**src/rtl/multiplexor_afisaj.sv**
```systemverilog
// Time-multiplexed scanner for a common-anode 7-segment display with
// frame-synchronous double buffering and optional leading-zero blanking.
module multiplexor_afisaj #(
    parameter int NR_CIFRE = 4,
    parameter int DIV      = 50000
) (
    input  logic                  clk_i,
    input  logic                  rst_i,
    input  logic [4*NR_CIFRE-1:0] valoare_i,
    input  logic                  valid_i,
    input  logic                  blank_zero_i,
    output logic [3:0]            cifra_o,
    output logic [NR_CIFRE-1:0]   anod_o,
    output logic                  frame_o
);

    localparam int PW = (DIV > 1) ? $clog2(DIV) : 1;
    localparam int IW = (NR_CIFRE > 1) ? $clog2(NR_CIFRE) : 1;

    logic [PW-1:0]           presc_r;
    logic [IW-1:0]           idx_r;
    logic [4*NR_CIFRE-1:0]   pending_r;
    logic [4*NR_CIFRE-1:0]   afisat_r;
    logic                    pend_v_r;
    logic                    bnd_d_r;
    logic                    tick_s;
    logic                    boundary_s;
    logic [NR_CIFRE-1:0]     blank_s;
    logic [3:0]              nib_s;
    logic                    cur_blank_s;
    logic [NR_CIFRE-1:0]     one_hot_s;

    // Prescaler tick and frame boundary detection
    always_comb begin
        tick_s     = (presc_r == PW'(DIV - 1));
        boundary_s = tick_s && (idx_r == IW'(NR_CIFRE - 1));
    end

    // Per-digit blanking: digit k is blank when it and every higher nibble are zero
    always_comb begin
        logic zero_above;
        zero_above = 1'b1;
        blank_s    = '0;
        for (int k = NR_CIFRE - 1; k >= 1; k--) begin
            zero_above = zero_above && (afisat_r[4*k +: 4] == 4'h0);
            blank_s[k] = blank_zero_i && zero_above;
        end
    end

    // Select the nibble, blank flag and anode for the current digit index
    always_comb begin
        nib_s       = 4'h0;
        cur_blank_s = 1'b0;
        for (int k = 0; k < NR_CIFRE; k++) begin
            nib_s       = (idx_r == IW'(k)) ? afisat_r[4*k +: 4] : nib_s;
            cur_blank_s = (idx_r == IW'(k)) ? blank_s[k] : cur_blank_s;
        end
        one_hot_s = {{(NR_CIFRE-1){1'b0}}, 1'b1} << idx_r;
    end

    // Scan counters, double buffer and registered display outputs
    always_ff @(posedge clk_i) begin
        if (rst_i) begin
            presc_r   <= '0;
            idx_r     <= '0;
            pending_r <= '0;
            afisat_r  <= '0;
            pend_v_r  <= 1'b0;
            bnd_d_r   <= 1'b0;
            cifra_o   <= 4'h0;
            anod_o    <= '1;
            frame_o   <= 1'b0;
        end else begin
            presc_r <= tick_s ? '0 : presc_r + PW'(1);
            if (boundary_s) begin
                idx_r <= '0;
            end else if (tick_s) begin
                idx_r <= idx_r + IW'(1);
            end else begin
                idx_r <= idx_r;
            end

            // A strobe landing on the boundary bypasses the pending buffer
            if (valid_i) begin
                pending_r <= valoare_i;
            end else begin
                pending_r <= pending_r;
            end
            if (boundary_s && valid_i) begin
                afisat_r <= valoare_i;
                pend_v_r <= 1'b0;
            end else if (boundary_s && pend_v_r) begin
                afisat_r <= pending_r;
                pend_v_r <= 1'b0;
            end else if (valid_i) begin
                afisat_r <= afisat_r;
                pend_v_r <= 1'b1;
            end else begin
                afisat_r <= afisat_r;
                pend_v_r <= pend_v_r;
            end

            // Outputs lag idx/afisat by one cycle, so the frame pulse lags the boundary too
            bnd_d_r <= boundary_s;
            frame_o <= bnd_d_r;
            cifra_o <= cur_blank_s ? 4'h0 : nib_s;
            anod_o  <= cur_blank_s ? {NR_CIFRE{1'b1}} : ~one_hot_s;
        end
    end

endmodule

```
**config.mk**
```make
export PLATFORM = sky130hd
export DESIGN_NAME = multiplexor_afisaj
export DESIGN_NICKNAME = d
export VERILOG_FILES = /design/src/rtl/multiplexor_afisaj.sv
export SDC_FILE = /design/constraint.sdc
export NUM_CORES = 1
export LEC_CHECK = 0
export BUFFER_PORTS_ARGS = -buffer_cell sky130_fd_sc_hd__buf_2
export CORE_ASPECT_RATIO = 1.4
export CORE_UTILIZATION = 61
export DETAILED_ROUTE_END_ITERATION = 8
export PLACE_DENSITY_LB_ADDON = 0.3
export SYNTH_ARGS = -nofsm -noshare
export SYNTH_HDL_FRONTEND = slang
export SYNTH_SLANG_ARGS = --single-unit
```
**constraint.sdc**
```tcl
create_clock -name clk_i -period 4.15 [get_ports clk_i]
set_input_delay 0.83 -clock clk_i [delete_from_list [all_inputs] [get_ports clk_i]]
set_output_delay 0.83 -clock clk_i [all_outputs]
set_load 0.02 [all_outputs]
```
# Word level (Yosys, flattened, before mapping)

Index checks and enable logic that the tools add are counted.

Bitwise operators: 1
Equal/unequal tests: 4
Reductions and logical operators: 17
Shift-type cells: 1
Muxes and demuxes: 9
Add/sub/neg operators: 2

Operators with widths:

| operator                                            | count |
|---|---|
| two-way mux 16 bit                                  | 2 |
| adder 16 x 1 -> 16 bit, second input constant       | 1 |
| equality test 16 bit, second input constant         | 1 |
| two-way mux 4 bit                                   | 4 |
| zero test 4 bit                                     | 3 |
| logical AND 1 bit                                   | 8 |
| OR reduction 2 bit                                  | 3 |
| equality test 2 bit, second input constant          | 2 |
| NOT 4 bit                                           | 1 |
| left shift 1 x 2 -> 4 bit, first input constant     | 1 |
| two-way mux 1 bit                                   | 3 |
| OR reduction 3 bit                                  | 1 |
| adder 2 x 1 -> 2 bit, second input constant         | 1 |
| equality test 2 x 1 -> 1 bit, second input constant | 1 |
| zero test 2 bit                                     | 1 |
| nonzero test 2 bit                                  | 1 |

Register bits after elaboration: 61
Word-level logic and storage cells: 43

# Depth between registers and ports, before layout

Depth after elaboration: 8
Depth in mapped cells: 7
Gate-level depth less buffers: 6

# Least setup slack after synthesis

No wires, ideal clock.

Path type: reg-to-reg
Start: register presc_r[11]
End: register afisat_r[0]
Stages on the path, launching flop included: 6
Arrival time: 2.030 ns
Period minus slack after synthesis: 2.151 ns
Path slack: 1.999 ns
Setup time: 0.121 ns
Cell sequence: dfxtp_1 > or4_1 > or4_4 > or2_1 > buf_6 > mux2_4

Longest elaborated chain between the ends: 4

RTL lines:

| element                                                  | line   | RTL |
|---|---|---|
| from (decl)                                              | 20     | `logic [PW-1:0] presc_r;` |
| from (signal assigned)                                   | 74     | `presc_r <= tick_s ? '0 : presc_r + PW'(1);` |
| equality test 16 bit (*)                                 | 35     | `tick_s = (presc_r == PW'(DIV - 1));` |
| logical AND 1 bit (*)                                    | 36     | `boundary_s = tick_s && (idx_r == IW'(NR_CIFRE - 1));` |
| logical AND 1 bit, on equally long branches              | 89, 92 |  |
| two-way mux 16 bit or nonzero test 2 bit (tied branches) | -      |  |
| to (signal assigned)                                     | 90     | `afisat_r <= valoare_i;` |
| to (signal assigned)                                     | 93     | `afisat_r <= pending_r;` |
| to (signal assigned)                                     | 96     | `afisat_r <= afisat_r;` |
| to (decl)                                                | 23     | `logic [4*NR_CIFRE-1:0] afisat_r;` |

Mark *: on every way between the ends. The rest lies on a longest branch, timed or not.
A chain may end at the register's enable or synchronous reset.

# Worst setup path in the final report

Start: register presc_r[11]
End: register afisat_r[5]

Same word-level chain as after synthesis.

==> results.toml <==
[sta]
rsz0062_at_grt = "no"
post-route-period-util_pct = 56.8
final.setup.tns_ns = 0
fin_crit_ns = 2.36
setup_viol = 0
setup_slack_ns = 1.79
tightest_slew_ns = 0.672
finClkSkew_ns = 0.00767
whs_ns = 0.445
relSlewSlack_pct = 55.2
max_freq_ghz = 0.424
final_hold_viol_count = 0
slew_violations = 0

[global_route]
use_met2_pct = 40.8
grtUsageTotal_pct = 22.7
grt_pass1_wl_mm = 7.57
busiest_layer = "met2"
use_met3_pct = 5.86
met1_usage_pct = 22.0
overflow = 0
grt_max_degree = 44
antenna_found_initial = 0
grt_pass1_vias = 1780

[setup_path]
worstRegToRegCells = 4
startpoint_type = "flip-flop"
r2r-start = "presc_r[11]"
path_delay_family = "simple AND/OR/NAND/NOR gates"
worst-setup-path-type = "reg2reg"
arrival_ns = 2.58
crit_fanout = 10
crit_path_cell_trace = "or4_1 -> or4_4 -> or2_1 -> mux2_4"
cp_slowest_stage_delay_ns = 0.55
r2r-end = "afisat_r[5]"
crit_buf_inv = 0
worstPathRequired_ns = 4.37
reg2reg_slack_ns = 1.79
crit_start = "presc_r[11]"
cp_slowest_cell = "or4_1"
end_kind = "flip-flop"

[floorplanning]
dieArea_mm2 = 0.00448
chipWidth_um = 56.8
initial_utilization_pct = 64.4
core-area_mm2 = 0.00399
io_pins = 29
num_rows = 27
die_y_um = 78.8

[cts]
cts_made_buffers = 9
cts_tree = "built"
cts.sinks = 61
cts_max_level = 3
postCtsResizedCells = 0
clock_tree.root_cell = "clkbuf_8"
cts_buffer_depth = 2
clock_latency_ns = 0.34
post_cts_buffers = 0
path_clk_slew_ns = 0.07
ctsHoldBuffers = 0

[worst_hold_path]
holdPathEnd = "frame_o"
hold_path.class = "reg2reg"
hp-start = "bnd_d_r"
whs_path_depth = 1

[detailed_routing]
wirelength_mm = 4.62
firstDrtPassIters = 6
drtIter0Drc = 55
vias = 1870
drc = 4
antenna_left = 0
viasPerCell = 5.63
wl_per_cell_um = 13.9

[synthesis]
synth.distinct_cells = 36
syn_nets = 283
synth_top_area_share_pct = 47.6
synth_edf_count = 0
synth_ff_type = "dfxtp_1"
ys_warn_count = 0
seq_area_frac_synth_pct = 47.6
syn_inst = 258
yosys_register_bits = 61
synthArstFlopShare_pct = 0
synthesis.area_mm2 = 0.00257
post_synth.cell_area_avg_um2 = 9.95
synth_area_leaders = "dfxtp_1, mux2i_1, mux2_4, nor2_1, xnor2_1"
yosysTopAreaCell = "dfxtp_1"

[placed_design]
place_inst = 316
io_buffers = 28
postPlaceCellArea_mm2 = 0.00269
gp_congestion = 0.770
preCtsSetupSlack_ns = 1.64
dp_hpwl_mm = 3.23

[layout]
layout_commonest_cell = "dfxtp_1"
fin_area_mm2 = 0.00288
postLayoutCoreUtil_pct = 72.3
drive_above_1_share_pct = 19.7
nets = 309
areaGrowthSynthToFinish_pct = 12.3
final_cell_mix = "dfxtp_1, nor2_1, buf_2"
final_cells = 332
n_antenna_cell = 0

[power_and_ir_drop]
cellLeakagePower_nw = 1.23
finalPower_mw = 1.16
power_density_mw_per_mm2 = 403
peakVddDrop_mv = 0.240

[status]
violations = "DRC"
status = "finished, violations left"

[flow_run]
maxCapViolations = 0
where the power goes:
part,leakage (nW),switching (mW),internal [mW],total [mW]
Combinational,0.628,0.0293,0.0245,0.0538
Sequential,0.496,0.00603,0.598,0.604
Clock,0.103,0.216,0.289,0.505
Total,1.23,0.251,0.912,1.16
layout make-up:
| cell class | count | area, µm² |
|---|---|---|
| multi-input combinational | 177 | 1250 |
| sequential | 61 | 1220 |
| fill | 301 | 1100 |
| clock buffer | 11 | 141 |
| timing repair buffer | 28 | 140 |
| tap | 43 | 53.8 |
| clock inverter | 5 | 50.0 |
| inverter | 7 | 26.3 |
how the worst max path moves through the flow:
stage | to | slack (ns) | depth (start not counted)
floorplan | afisat_r[0] | 2.00 | 5
global placement | afisat_r[3] | 1.70 | 4
detailed placement | afisat_r[5] | 1.64 | 4
CTS | afisat_r[5] | 1.79 | 4
global route | afisat_r[6] | 1.70 | 4
finish | afisat_r[5] | 1.79 | 4
flip-flops by register name, indices dropped and copies added, names as in the netlist:
register / cells
cifra_o: 4
pend_v_r: 1
presc_r: 16
anod_o: 4
bnd_d_r: 1
frame_o: 1
afisat_r: 16
idx_r: 2
pending_r: 16
cells by family after synthesis:
family | synth area share [%]
XOR/XNOR | 4.78
AO/OA/AOI/OAI | 8.24
AND/OR/NAND/NOR | 21.2
buffers and inverters | 3.70
adder cells (fa/ha/maj) | 2.44
flip-flops | 47.6
multiplexers | 12.1
per-layer routing:
| metal | vias to the layer above | share of wire [%] | wire length, µm |
|---|---|---|---|
| li1 | 955 | - | - |
| met1 | 873 | 41 | 1900 |
| met2 | 28 | 52 | 2410 |
| met3 | 14 | 3.1 | 142 |
| met4 | 0 | 3.7 | 170 |
| met5 | - | 0 | 0 |
synth_stat cells, types with 2 or more instances:
library cell,instances
dfxtp_1,61
nor2_1,35
mux2i_1,16
nand2_1,14
xnor2_1,13
a21oi_1,12
a22o_1,12
and2b_1,10
mux2_4,10
clkbuf_1,9
nand3b_1,9
nor4_1,8
inv_1,7
ha_1,5
nand3_1,5
nor3_1,4
o22ai_1,4
nand4_1,3
buf_6,2
nor2b_1,2
or4_1,2
No activity file was read; power rests on OpenSTA's default activity.
